[src/rtl/dance_ctrl.sv]
// Input conditioning and pacing for the LED pattern engine: synchronizes and
// debounces the slide switches, decodes run/mode/speed and emits a paced step strobe.
module dance_ctrl #(
   parameter int DEB_CYCLES = 1000000,
   parameter int SLOW_DIV   = 67108864,
   parameter int FAST_DIV   = 16777216,
   parameter int CNT_W      = 26
) (
   input  logic       Clock,
   input  logic       Resetn,
   input  logic [3:0] SW,
   output logic       step,
   output logic [1:0] mode,
   output logic       mode_chg,
   output logic       running
);

   localparam int DEB_W = (DEB_CYCLES > 1) ? $clog2(DEB_CYCLES) : 1;
   localparam logic [DEB_W-1:0] DEB_LAST  = DEB_W'(DEB_CYCLES - 1);
   localparam logic [CNT_W-1:0] SLOW_LAST = CNT_W'(SLOW_DIV - 1);
   localparam logic [CNT_W-1:0] FAST_LAST = CNT_W'(FAST_DIV - 1);

   localparam logic [1:0] MODE_LEFT  = 2'd0;
   localparam logic [1:0] MODE_RIGHT = 2'd1;
   localparam logic [1:0] MODE_INV   = 2'd2;

   typedef enum logic {
      IDLE,
      RUN
   } state_t;

   logic [3:0]       sw_meta_q,   sw_meta_d;
   logic [3:0]       sw_sync_q,   sw_sync_d;
   logic [3:0]       sw_stable_q, sw_stable_d;
   logic [DEB_W-1:0] deb_cnt_q [4];
   logic [DEB_W-1:0] deb_cnt_d [4];
   state_t           state_q,     state_d;
   logic [CNT_W-1:0] presc_q,     presc_d;
   logic             step_q,      step_d;
   logic [1:0]       mode_q,      mode_d;
   logic             mode_chg_q,  mode_chg_d;

   logic [1:0]       next_mode;
   logic [CNT_W-1:0] div_last;

   // A bit is accepted only after its synchronized value has differed from
   // the stable value for DEB_CYCLES consecutive cycles.
   always_comb begin
      sw_meta_d   = SW;
      sw_sync_d   = sw_meta_q;
      sw_stable_d = sw_stable_q;
      for (int i = 0; i < 4; i++) begin
         deb_cnt_d[i] = '0;
         if (sw_sync_q[i] != sw_stable_q[i]) begin
            if (deb_cnt_q[i] == DEB_LAST) begin
               sw_stable_d[i] = sw_sync_q[i];
            end else begin
               deb_cnt_d[i] = deb_cnt_q[i] + DEB_W'(1);
            end
         end
      end
   end

   always_comb begin
      next_mode = sw_stable_q[2] ? MODE_INV : (sw_stable_q[1] ? MODE_RIGHT : MODE_LEFT);
      div_last  = sw_stable_q[3] ? FAST_LAST : SLOW_LAST;
   end

   // Using >= lets a slow-to-fast change mid-period fire on the next cycle
   // instead of waiting for a prescaler wrap.
   always_comb begin
      state_d    = state_q;
      presc_d    = presc_q;
      step_d     = 1'b0;
      mode_d     = mode_q;
      mode_chg_d = 1'b0;
      case (state_q)
         IDLE: begin
            presc_d = '0;
            if (sw_stable_q[0]) begin
               state_d = RUN;
            end
         end
         RUN: begin
            if (!sw_stable_q[0]) begin
               state_d = IDLE;
               presc_d = '0;
            end else if (presc_q >= div_last) begin
               presc_d    = '0;
               step_d     = 1'b1;
               mode_d     = next_mode;
               mode_chg_d = (next_mode != mode_q);
            end else begin
               presc_d = presc_q + CNT_W'(1);
            end
         end
         default: begin
            state_d = IDLE;
            presc_d = '0;
         end
      endcase
   end

   always_ff @(posedge Clock) begin
      if (!Resetn) begin
         sw_meta_q   <= '0;
         sw_sync_q   <= '0;
         sw_stable_q <= '0;
         for (int i = 0; i < 4; i++) begin
            deb_cnt_q[i] <= '0;
         end
         state_q    <= IDLE;
         presc_q    <= '0;
         step_q     <= 1'b0;
         mode_q     <= MODE_LEFT;
         mode_chg_q <= 1'b0;
      end else begin
         sw_meta_q   <= sw_meta_d;
         sw_sync_q   <= sw_sync_d;
         sw_stable_q <= sw_stable_d;
         for (int i = 0; i < 4; i++) begin
            deb_cnt_q[i] <= deb_cnt_d[i];
         end
         state_q    <= state_d;
         presc_q    <= presc_d;
         step_q     <= step_d;
         mode_q     <= mode_d;
         mode_chg_q <= mode_chg_d;
      end
   end

   assign step     = step_q;
   assign mode     = mode_q;
   assign mode_chg = mode_chg_q;
   assign running  = (state_q == RUN);

endmodule

[config.mk]
export PLATFORM = sky130hd
export DESIGN_NAME = dance_ctrl
export DESIGN_NICKNAME = d
export VERILOG_FILES = /design/src/rtl/dance_ctrl.sv
export SDC_FILE = /design/constraint.sdc
export NUM_CORES = 1
export LEC_CHECK = 0
export ABC_AREA = 1
export CORE_MARGIN = 2
export CORE_UTILIZATION = 35
export DETAILED_ROUTE_END_ITERATION = 16
export SLEW_MARGIN = 25
export SYNTH_ARGS = -nofsm -noshare
export SYNTH_HDL_FRONTEND = slang
export SYNTH_SLANG_ARGS = --single-unit
[constraint.sdc]
create_clock -name Clock -period 1.3 [get_ports Clock]
set_input_delay 0.26 -clock Clock [delete_from_list [all_inputs] [get_ports Clock]]
set_output_delay 0.26 -clock Clock [all_outputs]
set_load 0.05 [all_outputs]
==> results by group <==
Logic synthesis
  • Yosys reg bits: 123
  • Number of flops mapped to enable cells by yosys: 0
  • Post-Syn Nets: 862
  • Sequential share of the synthesized area: 41.2%
  • Syn_area_per_cell: 7.04 µm²
  • Post-synthesis adder-cell area fraction: 1.47%
  • Netlist cell types: 32
  • Yosys warnings: 0
  • Synth Instances: 849
  • Cell Area, Synth: 5980 µm²
  • Synth Area in Compound Gates: 5.92%
  • Async S/R FF share, synth: 0%
  • Post-synthesis xor/xnor area fraction: 5.71%
  • Mux share of post-synthesis cell area: 0%
  • Simple-gate share of the synthesized area: 38.4%
  • Main combinational cell family by area after synthesis: simple AND/OR/NAND/NOR gates
  • Ys flop type: dfxtp_1

Drt
  • Total Routed Length: 16000 µm
  • Pre-antenna DRT Iters: 5
  • Routed vias: 6025
  • Post-DRT Antenna Nets: 0
  • Routed len/inst: 12.5 µm
  • Drt via density: 4.70
  • Drt drc: 0
  • Initial drt markers: 227

Final layout
  • Layout cells sized above 1: 43.3%
  • N_diodes: 0
  • Post-layout nets: 1061
  • Area delta synth->final: 59.9%

CTS
  • TritonCTS clock tree: yes
  • H-tree depth: 4
  • Clk sinks: 123
  • Worst skew pair latency: 0.42 ns
  • Clock slew at reported path FFs: 0.06 ns
  • Clk buf depth: 2
  • Hold_buf cts: 0
  • Clock buffer count from CTS: 17
  • Root buf cell: clkbuf_16

Floorplan
  • Total core area: 16600 µm²
  • DIE HEIGHT: 135 µm
  • I/O pin cnt: 11
  • Die width: 135 µm
  • Num rows: 47
  • Initial Utilization: 35.9%
  • Die area: 18100 µm²

Outcome
  • Outcome: finished with violations
  • Failing checks: setup timing

Min path
  • Class of the worst hold path: in -> reg
  • Min-delay src: SW[3]

Timing
  • Final Cycle Share: 117%
  • PnR worst setup slack: -0.218 ns
  • Clk_skew: 0.00721 ns
  • Min cycle time layout: 1.52 ns
  • Final slew viol count: 0
  • Final Setup Violations: 111
  • Tightest Pin Transition: 0.502 ns
  • RSZ-0062 raised after global routing: yes
  • Final Hold Fails: 0
  • Fmax: 659 MHz
  • Worst slew margin: 66.3%

Place
  • DP Worst Slack: -0.341 ns
  • DP HPWL: 10200 µm
  • IO Port Bufs: 10
  • Placer Congestion: 0.866

Setup path
  • CP max FO: 6
  • Critical path startpoint category: flip-flop
  • Critical-path cell list: ha_4 -> nand3_4 -> nor2_4 -> nand2_4 -> nor2_4 -> nand3_4 -> nand2_8 -> clkbuf_16 -> a21oi_2
  • Critical Path RT: 1.61 ns
  • Critical path class: reg -> reg
  • CP startpoint: deb_cnt_q[1][1]
  • Worst Path Buf+Inv: 1
  • Crit path DAT: 1.83 ns
  • CP Capture Type: flip-flop
  • Max incr delay on CP: 0.37 ns
  • Crit path max-delay cell type: dfxtp_2
  • Reg2reg start: deb_cnt_q[1][1]
  • Cell family with most CP delay: simple AND/OR/NAND/NOR gates

Pwr
  • Worst vdd ir: 880 µV
  • Total power: 0.00903 W
  • Pleak: 3.35 nW
  • Pwr Density: 945 nW/µm²

Global routing
  • Largest net degree at the start of global routing: 27
  • Antenna violations before repair: 0
  • First-pass GRT wire length: 25700 µm
  • Vias in the first global route: 5862
  • GRT Total Usage: 17.4%
  • Grt ovf: 0

Job
  • Max_cap viols: 0
[Yosys cell counts, types with 5 or more instances]
master / instances / area (µm²)
a21oi_1: 51 / 255
buf_2: 5 / 25.0
dfxtp_1: 123 / 2460
ha_1: 7 / 87.6
inv_1: 93 / 349
nand2_1: 196 / 736
nand3_1: 43 / 215
nand3b_1: 11 / 82.6
nand4_1: 27 / 169
nor2_1: 150 / 563
nor2_2: 9 / 56.3
nor2_4: 5 / 56.3
nor3_1: 37 / 185
o21ai_0: 16 / 80.1
xnor2_1: 20 / 175
xor2_1: 19 / 166
[state kept, by name, summed over array words and instances, names as in the netlist]
register and count:
presc_q 26, running 1, deb_cnt_q 80, mode 2, sw_meta_q 4, sw_sync_q 4
mode_chg 1, sw_stable_q 4, step 1
[tightest hold or removal path: cells and delay by family]
kind                   cells  cell delay, ns
buffers and inverters      2            0.42
AND/OR/NAND/NOR            1            0.06
[path summary, 6_finish.rpt]
path / slack [ns] / depth (start not counted) / end
setup / recovery: -0.22 / 9 / deb_cnt_q[1][11]
hold / removal: 0.36 / 3 / sw_meta_q[3]
setup reg to reg: -0.22 / 9 / deb_cnt_q[1][11]
hold reg to reg: 0.43 / 2 / sw_sync_q[3]
[timing repair]
action / in CTS / in global routing
endpoints found under the setup margin: 116 / 116
setup buffers: 16 / 16
resized for setup: 76 / 170
pin swaps: 21 / 47
gates cloned: 3 / 4
[logic make-up after synthesis]
logic type               after synthesis
AND/OR/NAND/NOR                      505
flip-flops                           123
buffers and inverters                105
AO/OA/AOI/OAI                         70
XOR/XNOR                              39
adder cells (fa/ha/maj)                7
[final cells by class]
| class | instances | area, µm² |
|---|---|---|
| fillers | 1512 | 7080 |
| multi-input cells | 621 | 4030 |
| flip-flops and latches | 123 | 2520 |
| repair buffers | 192 | 1750 |
| clock buffers | 19 | 443 |
| inverters | 93 | 352 |
| well taps | 220 | 275 |
| clock inverters | 13 | 190 |
[metal layers]
metal	up-vias	share of wire, %	global-route usage, %
met5	-	0	0
met2	81	50	29.6
met1	2791	46	21.9
met4	0	1.1	5.26
met3	18	3.2	4.05
li1	3135	-	-
[where the power goes]
part	leakage, nW	switching, W	internal [W]
clock network	0.308	0.00182	0.00327
logic	2.03	0.0000771	0.0000786
registers	1.01	0.0000114	0.00378
[cells in the final DEF, fill, tap and decap left out, types with 16 or more instances in the layout]
cell,Yosys,routed
a21oi_2,0,40
buf_4,2,151
buf_6,4,18
clkbuf_16,0,20
dfxtp_1,123,88
dfxtp_2,0,30
inv_1,93,88
nand2_1,196,173
nand3_1,43,30
nand4_1,27,27
nor2_1,150,92
nor2_2,9,46
nor2_4,5,26
nor3_1,37,21
xnor2_1,20,19
xor2_1,19,16
[per-stage QoR]
stage	area, µm²	hold WS (ns)	TNS (ns)	utilization, %	std cells
after floorplan	6240	0.358	-3.56	-	849
after global placement	7710	0.403	-26.08	46.3	1213
after detailed placement	7710	0.414	-27.17	46.3	1213
after CTS	8830	0.349	-12.94	53.1	1263
after global routing	9560	0.376	-20.70	57.4	1281
final	9560	0.364	-12.99	57.4	1281
Power figures use the tool's default switching activity.
